===== config.mk =====
export PLATFORM = sky130hd
export DESIGN_NAME = block_scheduler
export DESIGN_NICKNAME = d
export VERILOG_FILES = /design/src/rtl/gpu_pkg.sv /design/src/rtl/rr_free_picker.sv /design/src/rtl/block_scheduler.sv
export SDC_FILE = /design/constraint.sdc
export NUM_CORES = 1
export LEC_CHECK = 0
export CORE_AREA = 2 2 80 113
export DETAILED_ROUTE_END_ITERATION = 12
export DIE_AREA = 0 0 82 115
export GPL_TIMING_DRIVEN = 0
export PLACE_DENSITY = 0.84
export SKIP_CTS_REPAIR_TIMING = 1
export SLEW_MARGIN = 25
export SYNTH_ARGS = -nofsm -noshare
export SYNTH_HDL_FRONTEND = slang
export SYNTH_SLANG_ARGS = --single-unit

===== constraint.sdc =====
create_clock -name clk -period 6.4 [get_ports clk]
set_clock_uncertainty 0.2 [all_clocks]
set_input_delay 0.96 -clock clk [delete_from_list [all_inputs] [get_ports clk]]
set_output_delay 0.96 -clock clk [all_outputs]
set_load 0.05 [all_outputs]

===== src/rtl/gpu_pkg.sv =====
// Shared types and default sizing for the kernel block scheduler.
package gpu_pkg;

  localparam int NUM_CORES         = 4;
  localparam int THREADS_PER_BLOCK = 4;
  localparam int THREAD_CNT_W      = 8;
  localparam int BLOCK_ID_W        = 8;
  localparam int TPB_LOG2          = $clog2(THREADS_PER_BLOCK);
  localparam int TCNT_BLK_W        = TPB_LOG2 + 1;

  typedef enum logic [1:0] {
    IDLE     = 2'd0,
    DISPATCH = 2'd1,
    DRAIN    = 2'd2,
    DONE     = 2'd3
  } sched_state_t;

endpackage


===== src/rtl/rr_free_picker.sv =====
// Combinational round-robin selector: first free core at or above the pointer, wrapping.
module rr_free_picker #(
  parameter int  N  = 4,
  localparam int PW = (N > 1) ? $clog2(N) : 1
) (
  input  logic [N-1:0]  i_free,
  input  logic [PW-1:0] i_rr,
  output logic [N-1:0]  o_grant,
  output logic          o_valid
);

  logic [PW-1:0] w_idx;
  logic          w_hit;

  // Scan N positions starting at the pointer; the first free one wins.
  always_comb begin
    o_grant = '0;
    o_valid = 1'b0;
    w_idx   = '0;
    w_hit   = 1'b0;
    for (int k = 0; k < N; k++) begin
      w_idx          = PW'((int'(i_rr) + k) % N);
      w_hit          = !o_valid && i_free[w_idx];
      o_grant[w_idx] = o_grant[w_idx] | w_hit;
      o_valid        = o_valid | w_hit;
    end
  end

endmodule


===== src/rtl/block_scheduler.sv =====
// Kernel launch controller: splits a thread count into blocks, issues them
// round-robin to free cores and reports completion once all blocks retire.
module block_scheduler #(
  parameter int  NUM_CORES         = gpu_pkg::NUM_CORES,
  parameter int  THREADS_PER_BLOCK = gpu_pkg::THREADS_PER_BLOCK,
  parameter int  THREAD_CNT_W      = gpu_pkg::THREAD_CNT_W,
  parameter int  BLOCK_ID_W        = gpu_pkg::BLOCK_ID_W,
  localparam int TB_W              = $clog2(THREADS_PER_BLOCK) + 1
) (
  input  logic                             clk,
  input  logic                             reset_n,
  input  logic                             start,
  input  logic [THREAD_CNT_W-1:0]          thread_count,
  output logic                             busy,
  output logic                             done,
  output logic                             error,
  output logic [NUM_CORES-1:0]             core_start,
  output logic [NUM_CORES*BLOCK_ID_W-1:0]  core_block_id,
  output logic [NUM_CORES*TB_W-1:0]        core_thread_count,
  input  logic [NUM_CORES-1:0]             core_done
);

  import gpu_pkg::*;

  localparam int TPB_L2 = $clog2(THREADS_PER_BLOCK);
  localparam int CNT_W  = BLOCK_ID_W + 1;
  localparam int SUM_W  = THREAD_CNT_W + 1;
  localparam int PROD_W = CNT_W + THREAD_CNT_W;
  localparam int RR_W   = (NUM_CORES > 1) ? $clog2(NUM_CORES) : 1;

  sched_state_t                          r_state;
  sched_state_t                          w_state_nxt;
  logic [THREAD_CNT_W-1:0]               r_tcount;
  logic [CNT_W-1:0]                      r_total;
  logic [CNT_W-1:0]                      r_next_block;
  logic [CNT_W-1:0]                      r_retired;
  logic [NUM_CORES-1:0]                  r_core_busy;
  logic [NUM_CORES-1:0]                  r_core_start;
  logic [NUM_CORES-1:0][BLOCK_ID_W-1:0]  r_blk_id;
  logic [NUM_CORES-1:0][TB_W-1:0]        r_blk_thr;
  logic [RR_W-1:0]                       r_rr;
  logic                                  r_done;
  logic                                  r_error;

  logic [SUM_W-1:0]     w_sum;
  logic [CNT_W-1:0]     w_total_calc;
  logic [NUM_CORES-1:0] w_free;
  logic [NUM_CORES-1:0] w_grant;
  logic                 w_pick_valid;
  logic [NUM_CORES-1:0] w_valid_done;
  logic [CNT_W-1:0]     w_inc;
  logic [RR_W-1:0]      w_grant_idx;
  logic [RR_W-1:0]      w_rr_nxt;
  logic                 w_issue;
  logic                 w_last_blk;
  logic                 w_launch;
  logic [PROD_W-1:0]    w_base;
  logic [TB_W-1:0]      w_last_thr;

  // Widened by one bit so a full-scale thread count cannot wrap the block count.
  assign w_sum        = {1'b0, thread_count} + SUM_W'(THREADS_PER_BLOCK - 1);
  assign w_total_calc = CNT_W'(w_sum >> TPB_L2);
  assign w_launch     = (r_state == IDLE) && start;

  // A core retiring this cycle may be granted now; its start pulse lands next cycle.
  assign w_free       = ~r_core_busy | core_done;
  assign w_valid_done = core_done & r_core_busy;

  rr_free_picker #(.N(NUM_CORES)) u_picker (
    .i_free  (w_free),
    .i_rr    (r_rr),
    .o_grant (w_grant),
    .o_valid (w_pick_valid)
  );

  assign w_issue    = (r_state == DISPATCH) && (r_next_block < r_total) && w_pick_valid;
  assign w_last_blk = (r_next_block == (r_total - CNT_W'(1)));
  assign w_base     = PROD_W'(r_total - CNT_W'(1)) << TPB_L2;
  assign w_last_thr = TB_W'(PROD_W'(r_tcount) - w_base);

  // Retire popcount and grant index for the round-robin pointer update.
  always_comb begin
    w_inc       = '0;
    w_grant_idx = '0;
    for (int i = 0; i < NUM_CORES; i++) begin
      w_inc       = w_inc + CNT_W'(w_valid_done[i]);
      w_grant_idx = w_grant_idx | (w_grant[i] ? RR_W'(i) : RR_W'(0));
    end
    if (w_grant_idx == RR_W'(NUM_CORES - 1)) begin
      w_rr_nxt = '0;
    end else begin
      w_rr_nxt = w_grant_idx + RR_W'(1);
    end
  end

  // Next-state decode for the launch / dispatch / drain sequence.
  always_comb begin
    w_state_nxt = r_state;
    case (r_state)
      IDLE: begin
        if (start) begin
          w_state_nxt = (thread_count == '0) ? DONE : DISPATCH;
        end else begin
          w_state_nxt = IDLE;
        end
      end
      DISPATCH: begin
        if ((w_issue && w_last_blk) || (r_next_block >= r_total)) begin
          w_state_nxt = DRAIN;
        end else begin
          w_state_nxt = DISPATCH;
        end
      end
      DRAIN: begin
        if ((r_retired + w_inc) >= r_total) begin
          w_state_nxt = DONE;
        end else begin
          w_state_nxt = DRAIN;
        end
      end
      DONE:    w_state_nxt = IDLE;
      default: w_state_nxt = IDLE;
    endcase
  end

  // State register.
  always_ff @(posedge clk or negedge reset_n) begin
    if (!reset_n) begin
      r_state <= IDLE;
    end else begin
      r_state <= w_state_nxt;
    end
  end

  // Launch parameters, counters, per-core bookkeeping and registered outputs.
  always_ff @(posedge clk or negedge reset_n) begin
    if (!reset_n) begin
      r_tcount     <= '0;
      r_total      <= '0;
      r_next_block <= '0;
      r_retired    <= '0;
      r_core_busy  <= '0;
      r_core_start <= '0;
      r_blk_id     <= '0;
      r_blk_thr    <= '0;
      r_rr         <= '0;
      r_done       <= 1'b0;
      r_error      <= 1'b0;
    end else begin
      r_core_start <= w_issue ? w_grant : '0;
      r_core_busy  <= (r_core_busy & ~core_done) | (w_issue ? w_grant : '0);
      r_done       <= (r_state == DONE);
      r_error      <= r_error | (|(core_done & ~r_core_busy));
      if (w_launch) begin
        r_tcount     <= thread_count;
        r_total      <= w_total_calc;
        r_next_block <= '0;
        r_retired    <= '0;
      end else begin
        r_retired <= r_retired + w_inc;
        if (w_issue) begin
          r_next_block <= r_next_block + CNT_W'(1);
          r_rr         <= w_rr_nxt;
        end
      end
      for (int i = 0; i < NUM_CORES; i++) begin
        if (w_issue && w_grant[i]) begin
          r_blk_id[i]  <= BLOCK_ID_W'(r_next_block);
          r_blk_thr[i] <= w_last_blk ? w_last_thr : TB_W'(THREADS_PER_BLOCK);
        end
      end
    end
  end

  assign busy              = (r_state != IDLE);
  assign done              = r_done;
  assign error             = r_error;
  assign core_start        = r_core_start;
  assign core_block_id     = r_blk_id;
  assign core_thread_count = r_blk_thr;

endmodule


# After elaboration in Yosys (flattened, before gate mapping)
# Cells that the tools add are included.
[op_classes]
n_addsub = 13
order_cmp = 11
eq_ne = 5
mux = 41
bitwise_logic = 19
n_reduce_logical = 25
[op_table]
columns = ["cell", "count"]
rows = [
  ["$mux W9", 3],
  ["$ge A9 B7 Y1", 2],
  ["$and A4 B4 Y4", 4],
  ["$bmux W1 S2", 8],
  ["$logic_and A1 B1 Y1", 15],
  ["$mux W1", 14],
  ["$bwmux W4", 3],
  ["$lt A2 B3 Y1 const B", 4],
  ["$mux W2", 6],
  ["$add A8 B2 Y9 const B", 1],
  ["$add A9 B1 Y9 const B", 1],
  ["$add A9 B4 Y9", 1],
  ["$eq A9 B9 Y1", 1],
  ["$lt A9 B7 Y1", 1],
  ["$demux W1 S2", 4],
  ["$ge A2 B1 Y1 const B", 4],
  ["$logic_not A8 Y1", 1],
  ["$not A4 Y4", 2],
  ["$or A1 B1 Y1", 8],
  ["$or A4 B4 Y4", 2],
  ["$pmux W2 S4", 1],
  ["$sub A7 B1 Y8 const B", 1],
  ["$eq A2 B2 Y1 const B", 3],
  ["$add A2 B1 Y2 const B", 2],
  ["18 further kinds", 22],
]
[word_totals]
register_bits = 86
in_bits = 15
word_cells = 132

# Longest topological paths before layout
# Gate-level depths: netlist of the first run.
[depth]
depth_word = 23
ltp_mapped = 15
mapped_depth_nobuf = 15

# Hierarchy
# A second synthesis of the first run with hierarchy kept.
[hier_totals]
cells_unflattened = 465
hier_area_um2 = 4899.7
[modules_own_cells]
columns = ["module", "instances", "cells_each", "area_each_um2", "seq_area_each_um2"]
rows = [
  ["block_scheduler", 1, 382, 4219.0, 2152.1],
  ["rr_free_picker", 1, 83, 680.7, 0.0],
]

# Worst setup path after synthesis of the first run
# No wires, ideal clock.
[synth_timing]
kind = "input-to-reg"
startpoint = "input core_done[0]"
endpoint = "register r_state[0]"
setup_ps = 127
t_arrival_ps = 3554
required_time_ps = 6073
path_slack_ps = 2518
stages = 15
n_path_buf = 0
path_cell_list = "nand2_1 fa_1 fa_1 inv_1 fa_1 ha_1 a21oi_1 nor2b_1 o21ai_0 nand2b_1 a21oi_1 nor2b_1 o21ai_0 o2bb2ai_1 o22ai_1"
[synth_via]
elab_chain_len = 17
[synth_rtl]
columns = ["element", "line_no", "rtl"]
rows = [
  ["start, declared", "block_scheduler.sv:20", "input logic [NUM_CORES-1:0] core_done"],
  ["branches (longest 16 deep; another with $add A9 B4 Y9)", "n/a", ""],
  ["$pmux W2 S4 (*)", "block_scheduler.sv:99", "case (r_state)"],
  ["named net w_state_nxt[0]", "block_scheduler.sv:32", "sched_state_t w_state_nxt;"],
  ["end signal, assigned", "block_scheduler.sv:131", "r_state <= w_state_nxt;"],
  ["end, declared", "block_scheduler.sv:31", "sched_state_t r_state;"],
]
# Mark *: on every way through the listed nets, which the timed path passes. The select of a mux whose other input is x is not followed.
# A chain may end at the register's enable or synchronous reset.

# Worst setup path after layout of the first run
[layout_timing]
startpoint = "register r_rr[1]"
endpoint = "register r_blk_id, in the netlist core_block_id[4]"
[layout_via]
elab_chain_len = 18
[layout_rtl]
columns = ["element", "line_no", "rtl"]
rows = [
  ["start, declared", "block_scheduler.sv:41", "logic [RR_W-1:0] r_rr;"],
  ["start signal, assigned", "block_scheduler.sv:163", "r_rr <= w_rr_nxt;"],
  ["$lt A2 B3 Y1 (implied by the code) / $ge A2 B1 Y1 (equally long branches)", "rr_free_picker.sv:24", "o_grant[w_idx] = o_grant[w_idx] | w_hit;"],
  ["$logic_and A1 B1 Y1 (implied by the code)", "rr_free_picker.sv:24", ""],
  ["$mux W1 (implied by the code)", "rr_free_picker.sv:24", ""],
  ["$demux W1 S2", "n/a", ""],
  ["$and A4 B4 Y4 (no source line)", "n/a", ""],
  ["$bmux W1 S2", "rr_free_picker.sv:24", ""],
  ["$mux W1 (implied by the code)", "rr_free_picker.sv:24", ""],
  ["$or A1 B1 Y1", "rr_free_picker.sv:24", ""],
  ["(+2 left out)", "n/a", ""],
  ["$mux W1 (implied by the code)", "rr_free_picker.sv:24", ""],
  ["$or A1 B1 Y1", "rr_free_picker.sv:24", ""],
  ["$bwmux W4", "rr_free_picker.sv:24", ""],
  ["$bmux W1 S2", "rr_free_picker.sv:24", ""],
  ["$mux W1 (implied by the code)", "rr_free_picker.sv:24", ""],
  ["$or A1 B1 Y1", "rr_free_picker.sv:24", ""],
  ["$bwmux W4", "rr_free_picker.sv:24", ""],
  ["$logic_and A1 B1 Y1 (*)", "block_scheduler.sv:167", "if (w_issue && w_grant[i]) begin"],
  ["end signal, assigned by index", "block_scheduler.sv:168", "r_blk_id[i] <= BLOCK_ID_W'(r_next_block);"],
  ["end, declared", "block_scheduler.sv:39", "logic [NUM_CORES-1:0][BLOCK_ID_W-1:0] r_blk_id;"],
]
# Every way passes the cells marked *; elsewhere a longest branch is shown, timed or not. The select of a mux whose other input is x is not followed.

==> summary.txt, run 1 <==
CTS
  • Root buffer cell: clkbuf_16
  • CTS max path bufs: 2
  • Clk_lat worst skew: roughly 0.33 ns
  • H-tree lvl count: 3
  • TritonCTS clock tree: yes
  • Clock sink total: 86
  • Clock transition at path regs: 0.06 ns
  • Total CTS buffers: 9

Pwr
  • P_int: 1.76 mW
  • Switching part of the total: roughly 47%
  • P_leak: ~2.7 nW
  • Sequential Power Share: roughly 25%
  • Combinational group share of total power: between 60% and 70%
  • PD cells: roughly 550 mW/mm^2
  • Switching power: about 1.5 mW
  • Clk pwr share: between 10% and 20%
  • VDD IR max: between 0.3 and 0.4 mV

Setup path
  • Slowest cell on the critical path: a211oi_2
  • Crit path kind: flip-flop to flip-flop
  • Slowest stage delay, CP: about 0.48 ns
  • R2R Path End: core_block_id[4]$_DFFE_PN0P_
  • Critical Path RT: approximately 6.4 ns
  • Launching point of the worst reg2reg path: r_rr[1]$_DFFE_PN0P_
  • Crit end category: flip-flop
  • Cell Chain, Critical Path: buf_2 > inv_1 > ha_1 > clkbuf_1 > nor3b_1 > a2111oi_2 > o221ai_1 > nand4_1 > o22ai_2 > mux2i_1 > a211oi_1 > a211oi_2 > buf_4 > mux2_1
  • Crit path DAT: around 4.7 ns
  • Setup crit start kind: flip-flop
  • Critical path peak fanout: 10
  • CP startpoint: r_rr[1]$_DFFE_PN0P_
  • R2r setup slk: roughly 1.7 ns
  • Worst r2r path cells: 14

Synth
  • Syn Inst Count: 477
  • Synth Area per Inst: 10.4 sq um
  • Synth unique cells: 66
  • Synth Warn #: 0
  • Synthesized flop and latch total: 86
  • EDFF count, synth: 0
  • Prevailing post-synth register cell: dfrtp_1
  • Ys async rst share: 100%
  • Mapped cell area: around 0.005 sq mm
  • Seq/Total Area, Yosys: between 40% and 50%
  • Syn Nets: slightly above 500

Route
  • First-pass DRT Iterations: 5
  • Final wirelength: 12,300 um
  • Vias: ~4,000
  • # DRC: 0
  • Wire per inst: roughly 18 um
  • Initial drt markers: between 150 and 200
  • Final ANT Viol Nets: 0
  • Vias/cell: roughly 6.0

Global route
  • Vias in the first global route: 4,069
  • Largest net degree at the start of global routing: 55
  • Total GRT Usage: about 28%
  • Initial antenna violation count: 0
  • Total grt overflow: 0
  • First-pass GRT wire length: between 15,000 and 20,000 um

Outcome
  • Status: finished clean

Layout
  • Number of diodes: 0
  • Number of fill cells in the layout: 577
  • Layout cells sized above 1: between 10% and 20%
  • Final #Nets: 593
  • P&R area growth vs syn: 21.9%
  • Area of the multi-input gates: 0.00259 sq mm
  • Fin util: a little under three quarters
  • Commonest non-fill, non-tap cell in the layout: dfrtp_1
  • Sequential Area: 0.00215 sq mm
  • Post-route cell area: roughly 0.006 sq mm
  • Most frequent cells in the layout: dfrtp_1, clkdlybuf4s50_1, nand2_1

Placed design
  • DP Area: 0.00574 sq mm
  • GP Congestion: roughly 0.94
  • Port Buf Inserts: 65
  • DP HPWL: approximately 9000 um

STA
  • Fmax: 212 MHz
  • Unrepaired setup endpoints after global routing: false
  • Final setup viols: 0
  • Slew margin rel.: 39.1%
  • Fin crit period: 4.72 ns
  • Final period util: 73.8%
  • Setup TNS: 0 ns
  • Hold Violations, Final: 0
  • Fin. max-slew vios: 0
  • Hold slack: roughly 0.28 ns
  • Slew @ Worst Pin: 0.911 ns

Worst hold path
  • Hold path depth: 2
  • Hold Path Sink: error$_DFF_PN0_
  • HP Start: error$_DFF_PN0_
  • Min-delay worst type: flip-flop to flip-flop

Floorplanning
  • Core area: 0.00841 sq mm
  • Site Rows: 40
  • Io pins: 66
  • Die Ht: roughly 120 um
  • Initial Util: roughly 59%
  • Chip Width: ~82 um
  • DIE AREA: roughly 0.0094 sq mm

Job
  • Max_cap viols: 0
==> worst max-delay path by stage <==
stage	endpoint	slack, ns	depth (start not counted)
2_1_floorplan	r_state[0]$_DFF_PN0_	2.52	15
6_report	core_block_id[4]$_DFFE_PN0P_	1.68	14
3_3_place_gp	core_thread_count[1]$_DFFE_PN0P_	1.29	1
4_1_cts	core_block_id[4]$_DFFE_PN0P_	1.77	11
5_1_grt	core_block_id[4]$_DFFE_PN0P_	1.37	14
3_5_place_dp	core_block_id[4]$_DFFE_PN0P_	1.44	11
==> power by group through the flow <==
stage               sequential, mW  clock (mW)  combinational (mW)
floorplan                     1.05           0                1.22
global placement             0.819           0                1.91
detailed placement           0.827           0                1.97
CTS                          0.819       0.487                1.99
global route                 0.837       0.513                2.16
finish                       0.824       0.484                1.99
==> routing by layer <==
| layer | track usage, % | routed length (um) |
|---|---|---|
| met5 | 0 | 0 |
| met4 | 11.8 | 399 |
| met3 | 3.77 | 488 |
| met2 | 49.3 | 6590 |
| met1 | 32.4 | 4800 |
==> metrics by stage <==
stage | setup slack, ns | std cells | power, mW
after global routing | 1.37 | 664 | 3.51
after floorplan | 2.52 | 477 | 2.27
after global placement | 1.29 | 647 | 2.73
after CTS | 1.77 | 664 | 3.29
after detailed placement | 1.44 | 648 | 2.80
final | 1.68 | 664 | 3.30
==> logic make-up after synthesis <==
family                     count (synthesis)  synth area share (%)
DFF                                       86                  43.5
and+or+nand+nor                          164                  17.7
xor gates and xnor gates                  24                  4.25
buffers and inverters                     46                  4.05
adders and majority gates                 24                  6.53
AOI/OAI and AO/OA                         85                  12.3
muxes                                     48                  11.6
==> critical path: cells and delay by family (launching register included) <==
family	cells	cell delay, ns
adder cells (fa/ha/maj)	1	0.29
flip-flops	1	0.45
AO/OA/AOI/OAI	5	1.51
multiplexers	2	0.69
buffers and inverters	4	1.08
AND/OR/NAND/NOR	2	0.38
==> flip-flops by register name, indices dropped and copies added, names as in the netlist <==
| signal | flops |
|---|---|
| core_block_id | 32 |
| core_start | 4 |
| core_thread_count | 12 |
| done | 1 |
| error | 1 |
| r_core_busy | 4 |
| r_next_block | 9 |
| r_retired | 9 |
| r_rr | 2 |
| r_state | 2 |
| r_tcount | 3 |
| r_total | 7 |
==> layout make-up <==
class / count / share of cell area, %
clock inverters: 7 / 0.914
repair buffers: 66 / 11.1
clock buffers: 9 / 3.74
inverters: 25 / 1.56
plain buffers: 21 / 1.77
well taps: 105 / 2.18
flip-flops and latches: 86 / 35.7
multi-input cells: 345 / 43.0
==> synth_stat cells, drive strengths merged (4+ instances only) <==
cell	n	area [sq um]
o31ai	4	30.0
and3	5	31.3
xor2	11	96.3
nor3b	4	30.0
a31oi	7	43.8
or2	4	25.0
mux2i	5	53.8
o21ai	25	125
inv	25	93.8
mux2	41	473
xnor2	13	114
nor2	20	75.1
o22ai	4	45.0
nand4	9	56.3
dfrtp	86	2150
a21oi	13	68.8
clkbuf	14	52.6
buf	7	53.8
nand3	17	85.1
o21a	7	52.6
nand2b	13	81.3
nor3	15	75.1
and2	12	75.1
nand2	37	139
nor2b	15	96.3
ha	21	263
a211oi	5	42.5
No activity file was read; power rests on OpenSTA's default activity.
==> run 2, diff against run 1 <==
CORE_AREA = 2 2 88 123   (was 2 2 80 113)
DIE_AREA = 0 0 90 125   (was 0 0 82 115)
PLACE_DENSITY = 0.75   (was 0.84)
clock period = 4.17 ns   (was 6.4 ns; I/O delays follow)
==> summary.txt, run 2 (same netlist as run 1, synthesis figures left out) <==
Layout
  • Most frequent cells in the layout: dfrtp_1, clkdlybuf4s50_1, nand2_1
  • Finished Layout Cells: approximately 700
  • Final #Nets: between 500 and 600
  • Area of the multi-input gates: between 0.002 and 0.003 sq mm
  • P&R area growth vs syn: 25.2%
  • Layout cells sized above 1: between 10% and 20%
  • Post-route cell area: 0.00619 sq mm
  • Number of diodes: 0
  • Commonest non-fill, non-tap cell in the layout: dfrtp_1
  • Number of fill cells in the layout: roughly 840
  • Largest register FFs: 32
  • Sequential Area: roughly 0.0022 sq mm

Setup path
  • Levels on crit path: 15
  • Cell Chain, Critical Path: clkbuf_4 > inv_1 > ha_4 > and3b_1 > a2111oi_4 > o221ai_1 > nand4_1 > buf_4 > a31oi_1 > o21ai_2 > o22ai_4 > mux2i_1 > nor2b_4 > buf_6 > mux2_1
  • Delay-heaviest family, CP: compound AO/OA/AOI/OAI gates
  • Crit end category: flip-flop
  • Crit path kind: flip-flop to flip-flop
  • Worst r2r path cells: 15
  • Setup crit start kind: flip-flop
  • Slowest cell on the critical path: dfrtp_2
  • Crit path DAT: approximately 4 ns
  • Buf+Inv Stages, Crit Path: 4
  • Slowest stage delay, CP: 0.45 ns
  • Critical path peak fanout: 10
  • Critical Path RT: approximately 4.2 ns

CTS
  • CTS max path bufs: 2
  • Clock sink total: 86
  • TritonCTS clock tree: yes
  • Clock transition at path regs: around 0.06 ns
  • Total CTS buffers: 9
  • Root buffer cell: clkbuf_16
  • H-tree lvl count: 3
  • Clk_lat worst skew: approximately 0.34 ns

Floorplanning
  • DIE AREA: 0.0113 sq mm
  • Io pins: 66
  • Site Rows: 44
  • Chip Width: around 90 um
  • Die Ht: 125 um
  • Initial Util: between 40% and 50%
  • Core area: between 0.01 and 0.015 sq mm

Pwr
  • Pwr Total: approximately 5.3 mW
  • Switching part of the total: 45.7%
  • Switching power: about 2.4 mW
  • Sequential Power Share: 24.0%
  • P_int: between 2 and 3 mW
  • VDD IR max: approximately 0.54 mV
  • P_leak: approximately 2.8 nW
  • Combinational group share of total power: approximately 61%
  • PD cells: ~850 mW/mm^2
  • Clk pwr share: between 10 and 15%

Global route
  • Vias in the first global route: 3,945
  • Initial antenna violation count: 0
  • Total GRT Usage: approximately 22%
  • Met2 usage: 39.9%
  • First-pass GRT wire length: a little under 20,000 um
  • GR peak layer: met2
  • Total grt overflow: 0
  • GRT met1 Usage: about a quarter
  • Met3 usage: ~4.3%
  • Largest net degree at the start of global routing: between 50 and 60

STA
  • Fin crit period: 4.00 ns
  • Hold Violations, Final: 0
  • Slew margin rel.: roughly half
  • Fin. max-slew vios: 0
  • Final setup viols: 0
  • Fmax: 250 MHz
  • Slew @ Worst Pin: 0.721 ns
  • Final period util: 96.0%

Route
  • # DRC: 0
  • Wire per inst: approximately 18 um
  • Vias: between 3,000 and 4,000
  • Vias/cell: 5.62
  • Final ANT Viol Nets: 0
  • Initial drt markers: 172
  • First-pass DRT Iterations: 4
  • Final wirelength: approximately 12,000 um

Placed design
  • GP Congestion: 0.871
  • Port Buf Inserts: between 60 and 70
  • DP Cell Count: ~680
  • DP HPWL: approximately 9000 um
  • DP Area: 0.00579 sq mm

Outcome
  • Status: finished clean

Job
  • Max_cap viols: 0

Worst hold path
  • Min-delay worst type: primary input to async pin
## run 2: final cells by class
| type | count | share of cell area, % |
|---|---|---|
| Tap cell | 138 | 2.79 |
| Buffer | 18 | 1.58 |
| Timing Repair Buffer | 68 | 11.2 |
| Clock inverter | 5 | 0.991 |
| Sequential cell | 86 | 34.8 |
| Multi-Input combinational cell | 345 | 43.4 |
| Clock buffer | 10 | 3.70 |
| Inverter | 25 | 1.52 |
## run 2: worst register-to-register path, stage by stage, from the launching register on
cell       delay [ns]
dfrtp_2          0.45
clkbuf_4         0.21
inv_1            0.23
ha_4             0.29
and3b_1          0.21
a2111oi_4        0.33
o221ai_1         0.19
nand4_1          0.23
buf_4            0.18
a31oi_1          0.10
o21ai_2          0.09
o22ai_4          0.13
mux2i_1          0.26
nor2b_4          0.26
buf_6            0.19
mux2_1           0.34
## run 2: power groups by stage
stage	sequential (mW)	clock (mW)	combinational, mW
2_1_floorplan	1.61	0	1.88
3_3_place_gp	1.26	0	2.96
3_5_place_dp	1.27	0	3.02
4_1_cts	1.26	0.793	3.04
5_1_grt	1.29	0.828	3.49
6_report	1.27	0.784	3.23
## run 2: per-stage QoR
stage | worst slack (ns) | TNS, ns | util [%] | hold WS (ns)
final | 0.168 | 0 | 60.4 | 0.0559
after global routing | -0.0211 | -0.0521 | 60.4 | 0.0874
after CTS | -0.462 | -11.99 | 59.4 | 0.0698
after detailed placement | -0.451 | -11.75 | 56.6 | 0.255
after global placement | -0.673 | -66.58 | 56.3 | 0.257
after floorplan | 0.427 | 0 | - | 0.130
## run 2: worst paths after layout
kind,start,endpoint,slack (ns)
setup / recovery,r_rr[1]$_DFFE_PN0P_,core_block_id[14]$_DFFE_PN0P_,0.17
hold / removal,reset_n,r_total[3]$_DFFE_PN0P_,0.06
setup reg to reg,r_rr[1]$_DFFE_PN0P_,core_block_id[14]$_DFFE_PN0P_,0.17
hold reg to reg,r_tcount[1]$_DFFE_PN0P_,r_tcount[1]$_DFFE_PN0P_,0.27
max in group asynchronous,reset_n,core_block_id[14]$_DFFE_PN0P_,3.09
min in group clk,r_tcount[1]$_DFFE_PN0P_,r_tcount[1]$_DFFE_PN0P_,0.27
## run 2: routing by layer
metal / vias up / wire [um]
li1: 1839 / -
met3: 21 / 557
met4: 0 / 267
met5: - / 0
met2: 120 / 6530
met1: 1926 / 4940
==> run 3, diff against run 2 <==
PLACE_DENSITY = unset   (was 0.75)
PLACE_DENSITY_LB_ADDON = 0.12   (was unset)
==> summary.txt, run 3 (same netlist as run 1, synthesis figures left out) <==
Outcome
  • Status: finished clean

Pwr
  • P_leak: 2.76 nW
  • VDD IR max: approximately 0.58 mV
  • Pwr Total: 5.20 mW
  • Clk pwr share: between 10 and 15%
  • P_int: roughly 2.8 mW
  • Combinational group share of total power: between 60% and 70%
  • Switching power: approximately 2.4 mW
  • Switching part of the total: 46.0%
  • Sequential Power Share: roughly 24%
  • PD cells: 841 mW/mm^2

Route
  • Wire per inst: ~17 um
  • Vias: 3,826
  • Initial drt markers: 187
  • Final ANT Viol Nets: 0
  • Final wirelength: 12,200 um
  • Vias/cell: 5.47
  • First-pass DRT Iterations: 4
  • # DRC: 0

STA
  • Final setup viols: 0
  • Hold Violations, Final: 0
  • Final period util: 96.0%
  • Fin crit period: between 4 and 5 ns
  • Fin. max-slew vios: 0
  • Slew @ Worst Pin: approximately 0.76 ns
  • Slew margin rel.: a little under 50%
  • Setup TNS: 0 ns
  • Setup ws final: 0.169 ns
  • Fmax: 250 MHz

CTS
  • Root buffer cell: clkbuf_16
  • CTS max path bufs: 2
  • H-tree lvl count: 3
  • Total CTS buffers: 9
  • Clk_lat worst skew: 0.33 ns
  • TritonCTS clock tree: yes
  • Clock sink total: 86
  • Clock transition at path regs: roughly 0.060 ns

Layout
  • Commonest non-fill, non-tap cell in the layout: dfrtp_1
  • P&R area growth vs syn: 25.2%
  • Most frequent cells in the layout: dfrtp_1, clkdlybuf4s50_1, nand2_1
  • Number of diodes: 0
  • Layout cells sized above 1: 13.5%
  • Final #Nets: a little under 600
  • Largest register FFs: 32
  • Number of fill cells in the layout: 896

Placed design
  • GP Congestion: a little over 0.9
  • DP HPWL: ~9000 um
  • Dpl ws: -0.473 ns
  • Port Buf Inserts: 65

Global route
  • Initial antenna violation count: 0
  • Total grt overflow: 0
  • First-pass GRT wire length: about 20,000 um
  • Largest net degree at the start of global routing: 58
  • Total GRT Usage: between 20% and 30%
  • Vias in the first global route: 4,072

Floorplanning
  • Initial Util: between 40% and 50%
  • Io pins: 66
  • Chip Width: 90 um
  • DIE AREA: 0.0113 sq mm
  • Core area: 0.0102 sq mm
  • Site Rows: 44
  • Die Ht: between 100 and 150 um

Setup path
  • Crit end category: flip-flop
  • Buf+Inv Stages, Crit Path: 3
  • Cell Chain, Critical Path: buf_4 > clkinvlp_4 > ha_4 > and3b_1 > a2111oi_4 > a21o_1 > a211o_1 > o22ai_2 > a2bb2o_4 > o22ai_4 > mux2i_2 > and2b_4 > buf_6 > mux2_1
  • Slowest cell on the critical path: dfrtp_2
  • Crit path kind: flip-flop to flip-flop
  • Critical Path RT: 4.19 ns
  • Critical path peak fanout: 10
  • Setup crit start kind: flip-flop
  • Crit path DAT: around 4 ns
  • Delay-heaviest family, CP: compound AO/OA/AOI/OAI gates
  • Slowest stage delay, CP: around 0.43 ns

Job
  • Max_cap viols: 0

Worst hold path
  • Min-delay worst type: flip-flop to flip-flop
-- run 3: worst paths after layout --
path / startpoint / end / slack [ns] / cells past startpoint
hold reg to reg: r_tcount[1]$_DFFE_PN0P_ / r_tcount[1]$_DFFE_PN0P_ / 0.27 / 2
setup reg to reg: r_rr[1]$_DFFE_PN0P_ / core_block_id[28]$_DFFE_PN0P_ / 0.17 / 14
hold / removal: r_tcount[1]$_DFFE_PN0P_ / r_tcount[1]$_DFFE_PN0P_ / 0.27 / 2
max in group asynchronous: reset_n / core_thread_count[10]$_DFFE_PN0P_ / 2.68 / 3
min in group asynchronous: reset_n / r_total[3]$_DFFE_PN0P_ / 0.53 / 2
setup / recovery: r_rr[1]$_DFFE_PN0P_ / core_block_id[28]$_DFFE_PN0P_ / 0.17 / 14
-- run 3: layout make-up --
| class | instances | area, sq um | area share (%) |
|---|---|---|---|
| multi-input cells | 345 | 2660 | 43.0 |
| flip-flops and latches | 86 | 2150 | 34.8 |
| repair buffers | 71 | 724 | 11.7 |
| clock buffers | 9 | 225 | 3.64 |
| well taps | 138 | 173 | 2.79 |
| plain buffers | 18 | 97.6 | 1.58 |
| inverters | 25 | 97.6 | 1.58 |
| clock inverters | 7 | 57.6 | 0.930 |
-- run 3: power groups by stage --
stage	Combinational [mW]	Sequential (mW)	Clock, mW
after floorplan	1.88	1.61	0
after global placement	2.98	1.26	0
after detailed placement	3.03	1.27	0
after CTS	3.04	1.25	0.773
after global routing	3.48	1.29	0.807
final	3.19	1.26	0.754
-- run 3: through the flow --
stage	cell area, sq um	std cells	hold slack (ns)	util [%]
floorplan	4940	477	0.130	-
global route	6190	699	0.310	60.4
global placement	5770	680	0.256	56.3
finish	6190	699	0.270	60.4
CTS	6080	697	-0.0373	59.4
detailed placement	5800	681	0.262	56.6
-- run 3: per-layer routing --
layer	GRT usage, %	wire length (um)
met5	0	0
met4	8.69	289
met3	4.16	414
met2	40.1	6260
met1	27.3	5200
-- run 3: worst register-to-register path: cells and delay by family, from the launching register on --
family | cells | cell delay (ns)
fa+ha+maj | 1 | 0.39
simple gates | 2 | 0.43
compound gates | 6 | 1.39
buf+inv | 3 | 0.57
flops | 1 | 0.43
mux | 2 | 0.48
